[src/rtl/ecc_secded_pipe.sv]
// rtl/ecc_secded_pipe.sv - two-stage SECDED encode/decode pipeline with valid/ready streaming
// Stage 1 computes check bits and syndrome, stage 2 applies the correction and updates counters and the log.
module ecc_secded_pipe #(
  parameter  int DATA_WIDTH  = 64,
  parameter  int COUNT_WIDTH = 16,
  localparam int R           = $clog2(DATA_WIDTH + $clog2(DATA_WIDTH + 1) + 1),
  localparam int CODE_WIDTH  = DATA_WIDTH + R + 1
) (
  input  logic                   clk,
  input  logic                   rst_n,
  input  logic                   in_valid,
  output logic                   in_ready,
  input  logic                   in_op,
  input  logic [CODE_WIDTH-1:0]  in_code,
  output logic                   out_valid,
  input  logic                   out_ready,
  output logic [CODE_WIDTH-1:0]  out_code,
  output logic [DATA_WIDTH-1:0]  out_data,
  output logic [R:0]             out_syndrome,
  output logic                   out_corrected,
  output logic                   out_uncorr,
  input  logic                   cnt_clr,
  output logic [COUNT_WIDTH-1:0] corr_count,
  output logic [COUNT_WIDTH-1:0] uncorr_count,
  output logic                   log_valid,
  output logic [R:0]             log_syndrome
);

  localparam int NPOS = DATA_WIDTH + R;

  // Walk Hamming positions 3..NPOS; non-powers of two map to consecutive data bits.
  function automatic logic [R-1:0] calc_check(input logic [DATA_WIDTH-1:0] d);
    logic [R-1:0] c;
    int k;
    c = '0;
    k = 0;
    for (int p = 3; p <= NPOS; p++) begin
      if ((p & (p - 1)) != 0) begin
        if (d[k]) c = c ^ R'(p);
        k++;
      end
    end
    return c;
  endfunction

  // Code bit whose Hamming position equals s; syndrome 0 points at the overall parity bit.
  function automatic logic [CODE_WIDTH-1:0] flip_mask(input logic [R-1:0] s);
    logic [CODE_WIDTH-1:0] m;
    int k;
    int j;
    m = '0;
    k = 0;
    j = 0;
    if (s == '0) m[CODE_WIDTH-1] = 1'b1;
    for (int p = 1; p <= NPOS; p++) begin
      if ((p & (p - 1)) == 0) begin
        if (s == R'(p)) m[DATA_WIDTH + j] = 1'b1;
        j++;
      end else begin
        if (s == R'(p)) m[k] = 1'b1;
        k++;
      end
    end
    return m;
  endfunction

  logic                   s1_valid_q, s1_op_q, s1_ov_q;
  logic [CODE_WIDTH-1:0]  s1_code_q;
  logic [R-1:0]           s1_syn_q;
  logic                   s2_valid_q, s2_corr_q, s2_unc_q;
  logic [CODE_WIDTH-1:0]  s2_code_q;
  logic [R:0]             s2_syn_q;
  logic [COUNT_WIDTH-1:0] corr_q, unc_q;
  logic                   log_valid_q;
  logic [R:0]             log_syn_q;

  logic                   s1_adv;
  logic [DATA_WIDTH-1:0]  in_data;
  logic [R-1:0]           in_chk;
  logic [CODE_WIDTH-1:0]  s1_code_d;
  logic [R-1:0]           s1_syn_d;
  logic                   s1_ov_d;
  logic [CODE_WIDTH-1:0]  mask;
  logic                   s2_corr_d, s2_unc_d;
  logic [CODE_WIDTH-1:0]  s2_code_d;
  logic [R:0]             s2_syn_d;

  assign s1_adv   = !s2_valid_q || out_ready;
  assign in_ready = !s1_valid_q || s1_adv;

  always_comb begin
    in_data   = in_code[DATA_WIDTH-1:0];
    in_chk    = calc_check(in_data);
    s1_code_d = {^{in_data, in_chk}, in_chk, in_data};
    s1_syn_d  = '0;
    s1_ov_d   = 1'b0;
    if (in_op) begin
      s1_code_d = in_code;
      s1_syn_d  = in_code[DATA_WIDTH+R-1:DATA_WIDTH] ^ in_chk;
      s1_ov_d   = ^in_code;
    end
  end

  // Uncorrectable beats pass the received word through untouched.
  always_comb begin
    mask      = flip_mask(s1_syn_q);
    s2_corr_d = s1_op_q && s1_ov_q && (|mask);
    s2_unc_d  = s1_op_q && (s1_ov_q ? ~(|mask) : (|s1_syn_q));
    s2_code_d = s2_corr_d ? (s1_code_q ^ mask) : s1_code_q;
    s2_syn_d  = {s1_ov_q, s1_syn_q};
  end

  always_ff @(posedge clk or negedge rst_n) begin
    if (!rst_n) begin
      s1_valid_q <= 1'b0;
      s1_op_q    <= 1'b0;
      s1_ov_q    <= 1'b0;
      s1_code_q  <= '0;
      s1_syn_q   <= '0;
    end else if (in_ready) begin
      s1_valid_q <= in_valid;
      if (in_valid) begin
        s1_op_q   <= in_op;
        s1_ov_q   <= s1_ov_d;
        s1_code_q <= s1_code_d;
        s1_syn_q  <= s1_syn_d;
      end
    end
  end

  always_ff @(posedge clk or negedge rst_n) begin
    if (!rst_n) begin
      s2_valid_q <= 1'b0;
      s2_corr_q  <= 1'b0;
      s2_unc_q   <= 1'b0;
      s2_code_q  <= '0;
      s2_syn_q   <= '0;
    end else if (s1_adv) begin
      s2_valid_q <= s1_valid_q;
      if (s1_valid_q) begin
        s2_corr_q <= s2_corr_d;
        s2_unc_q  <= s2_unc_d;
        s2_code_q <= s2_code_d;
        s2_syn_q  <= s2_syn_d;
      end
    end
  end

  // Statistics follow stage-2 loads; a same-cycle clear wins and drops the event.
  always_ff @(posedge clk or negedge rst_n) begin
    if (!rst_n) begin
      corr_q      <= '0;
      unc_q       <= '0;
      log_valid_q <= 1'b0;
      log_syn_q   <= '0;
    end else if (cnt_clr) begin
      corr_q      <= '0;
      unc_q       <= '0;
      log_valid_q <= 1'b0;
      log_syn_q   <= '0;
    end else if (s1_adv && s1_valid_q) begin
      if (s2_corr_d && corr_q != '1) corr_q <= corr_q + COUNT_WIDTH'(1);
      if (s2_unc_d) begin
        if (unc_q != '1) unc_q <= unc_q + COUNT_WIDTH'(1);
        if (!log_valid_q) begin
          log_valid_q <= 1'b1;
          log_syn_q   <= s2_syn_d;
        end
      end
    end
  end

  assign out_valid     = s2_valid_q;
  assign out_code      = s2_code_q;
  assign out_data      = s2_code_q[DATA_WIDTH-1:0];
  assign out_syndrome  = s2_syn_q;
  assign out_corrected = s2_corr_q;
  assign out_uncorr    = s2_unc_q;
  assign corr_count    = corr_q;
  assign uncorr_count  = unc_q;
  assign log_valid     = log_valid_q;
  assign log_syndrome  = log_syn_q;

endmodule

[config.mk]
export PLATFORM = sky130hd
export DESIGN_NAME = ecc_secded_pipe
export DESIGN_NICKNAME = d
export VERILOG_FILES = /design/src/rtl/ecc_secded_pipe.sv
export SDC_FILE = /design/constraint.sdc
export NUM_CORES = 1
export LEC_CHECK = 0
export ABC_AREA = 1
export BUFFER_PORTS_ARGS = -buffer_cell sky130_fd_sc_hd__buf_2
export CORE_MARGIN = 5
export CORE_UTILIZATION = 50
export DETAILED_ROUTE_END_ITERATION = 8
export PLACE_DENSITY = 0.78
export REMOVE_ABC_BUFFERS = 1
export SYNTH_ARGS = -nofsm -noshare
export SYNTH_HDL_FRONTEND = slang
export SYNTH_SLANG_ARGS = --single-unit
[constraint.sdc]
create_clock -name clk -period 3.53 [get_ports clk]
set_input_delay 0 -clock clk [delete_from_list [all_inputs] [get_ports clk]]
set_output_delay 0 -clock clk [all_outputs]
set_load 0.02 [all_outputs]
==> out/metrics.yaml <==
final_layout:
  post-route-util_pct: 61.9
  antenna_cells: 0
  multi_input_area_um2: 6730
  seq_area_um2: 5150
  fin_nets: 2148
  area_growth_pct: 22.5
  drive_gt1_share_pct: 17.1
  fill_cells: 2333
timing:
  finalHoldViolCount: 0
  relSlewSlack_pct: 38.1
  rsz0062_at_grt: "no"
  skew_ns: 0.0164
  fmax_ghz: 0.315
  fin_crit_ns: 3.18
  worst_hold_slack_ns: 0.0981
  worst_slew_pin_slew_ns: 0.928
  fin_crit_sh_pct: 90.0
  slew_viol_final: 0
  finalSetupViolations: 0
pwr:
  irDropWorstVdd_mv: 0.599
  swShare_pct: 42.2
  pwr-share-seq_pct: 32.4
  internal-power_mw: 5.93
  power_frac_comb_pct: 41.5
  leakagePower_nw: 8.50
  switchingPower_mw: 4.33
  clkPwrFrac_pct: 26.1
  p_per_area_nw_per_um2: 639
status:
  status: "completed"
clocking:
  clock_latency_ns: 0.54
  tritoncts: "done"
  clk_path_buf_depth: 3
  cts_resized: 0
  cts_setup_buffers: 0
  cts_hold_buf: 83
  cts.sinks: 206
  numCtsBuffers: 24
  htreeDepth: 1
  root_buffer: "clkbuf_16"
  cts.clk_slew.worst_paths_ns: 0.07
floorplanning:
  die_area_um2: 29600
  core_um2: 26000
  row_count: 59
  io_pins: 267
  fp.dieW_um: 172
  initial_core_util_pct: 50.5
  die-height_um: 172
grt:
  antenna_found_initial: 0
  grt_overflow: 0
  grt_pass1_vias: 12600
  grt_use_total_pct: 28.8
  grt_pass1_wl_mm: 67.9
  grt_max_degree: 94
critical_path:
  required_ns: 4.00
  criticalPathCategory: "flip-flop to flip-flop"
  critPathArrivalTime_ns: 3.65
  worstSetupStartpointType: "flip-flop"
  end_kind: "flip-flop"
  crit_fanout: 29
synth:
  ys_ff_latch: 206
  synthesis.area_um2: 13100
  yosys_warnings: 0
  synth-edff-count: 0
  synth_top_area_share_pct: 39.3
  syn_inst: 1785
  synth_cell_types: 38
  async_flop_share_pct: 100
  avgSynthCellArea_um2: 7.35
  synthTopCellsByCount: "nand2_1 (712), dfrtp_1 (206), xor2_1 (137)"
  synth.most_common_cell: "nand2_1"
  synthTopCellsByArea: "dfrtp_1 (39%), nand2_1 (20%), xor2_1 (9.1%)"
  ys_seq_area_share_pct: 39.3
  synth_top_area_cell: "dfrtp_1"
  ys.flop_type: "dfrtp_1"
route:
  drt_iter0_drc: 1545
  routedWlPerCell_um: 17.8
  viasPerCell: 5.32
  drtPass1Iterations: 7
  vias: 12900
  routed_wl_mm: 43.0
  ant_nets: 0
  drc: 0
flow_run:
  drv_cap: 0
placed_design:
  gp_congestion: 1.07
  dp_hpwl_mm: 31.5
  io_buffers: 266
worst_hold_path:
  hold_path.class: "input port to asynchronous set/reset pin"
-- power groups by stage --
stage | Sequential, mW | Combinational, mW | Clock [mW]
floorplan | 3.94 | 1.95 | 0
global placement | 3.33 | 4.05 | 0
detailed placement | 3.34 | 4.10 | 0
CTS | 3.31 | 4.23 | 2.70
global route | 3.38 | 4.65 | 2.81
finish | 3.32 | 4.26 | 2.68
-- logic make-up (layout without fill, tap and decap cells) --
family          after synthesis  after routing  share of synthesized area (%)
buf+inv                     258            559                           9.53
flops                       206            206                           39.3
compound gates              110            110                           4.75
fa+ha+maj                     2              2                          0.191
simple gates                968            968                           30.2
xor+xnor                    241            241                           16.1
-- cell usage in the layout, fill, tap and decap left out, types with 4 or more instances in the layout --
cell type,instances
o22ai_1,13
clkinv_2,5
o211ai_1,6
nor4_1,10
xnor2_1,104
clkbuf_8,5
dfrtp_1,206
dlygate4sd3_1,83
nor3_1,12
buf_4,25
o21ai_0,63
nand2_1,710
bufinv_16,4
inv_2,8
clkbuf_16,24
nand4_1,27
xor2_1,137
o31ai_1,11
nand3_1,87
buf_2,265
nor2_1,102
a21oi_1,5
o21ai_1,8
inv_1,129
-- final cells by class --
class                           instances  share of cell area [%]
Tap cell                              335                    2.61
Multi-Input combinational cell       1321                    41.8
Clock buffer                           31                    4.15
Clock inverter                         13                    1.15
Inverter                              139                    3.25
Sequential cell                       206                    32.1
Timing Repair Buffer                  376                    14.9
-- flip-flops by register name, indices dropped and copies added, names as in the netlist --
name / cells
corr_count: 16
log_syndrome: 8
log_valid: 1
out_code: 72
out_corrected: 1
out_syndrome: 8
out_uncorr: 1
out_valid: 1
s1_code_q: 72
s1_op_q: 1
s1_ov_q: 1
s1_syn_q: 7
s1_valid_q: 1
uncorr_count: 16
-- metal layers --
layer  GRT usage (%)  wire, um  vias to the layer above
met5               0         0                        -
met4            10.1      1810                        0
met3            4.82      3450                      134
met2            48.7     20400                      609
met1            37.5     17400                     6062
li1                -         -                     6068
-- worst paths after layout --
path                                                to                   startpoint  cells past startpoint  slack [ns]
setup / recovery              out_code[18]$_DFFE_PN0P_      s1_syn_q[1]$_DFFE_PN0P_                     16        0.35
hold / removal               corr_count[6]$_DFFE_PN0P_                        rst_n                      2         0.1
setup reg to reg              out_code[18]$_DFFE_PN0P_      s1_syn_q[1]$_DFFE_PN0P_                     16        0.35
hold reg to reg            out_syndrome[5]$_DFFE_PN0P_  out_syndrome[5]$_DFFE_PN0P_                      2        0.49
max in group asynchronous    s1_code_q[65]$_DFFE_PN0P_                        rst_n                      3        2.40
min in group clk                   s1_ov_q$_DFFE_PN0P_                     in_valid                      5        0.13
-- critical path, stage by stage (launching register included) --
cell	delay, ns
dfrtp_1	0.40
inv_1	0.13
nor2_1	0.22
inv_1	0.12
nor2_1	0.38
nand2_1	0.20
nand4_1	0.14
nor4_1	0.06
nand4_1	0.11
nand2_2	0.08
nor2_4	0.25
inv_2	0.18
buf_12	0.20
nor2_1	0.33
xor2_1	0.19
nand2_1	0.06
nand2_1	0.07
-- metrics by stage --
step / instances / TNS [ns] / total power [mW] / worst slack, ns / area (um2)
detailed placement: 2294 / 0 / 7.44 / 0.492 / 14400
CTS: 2421 / 0 / 10.2 / 0.453 / 16100
global route: 2421 / 0 / 10.8 / 0.168 / 16100
global placement: 2294 / 0 / 7.38 / 0.326 / 14400
floorplan: 1666 / -43.70 / 5.88 / -0.797 / 12400
finish: 2421 / 0 / 10.3 / 0.353 / 16100
Note: power is estimated with default switching activity, not from simulation.
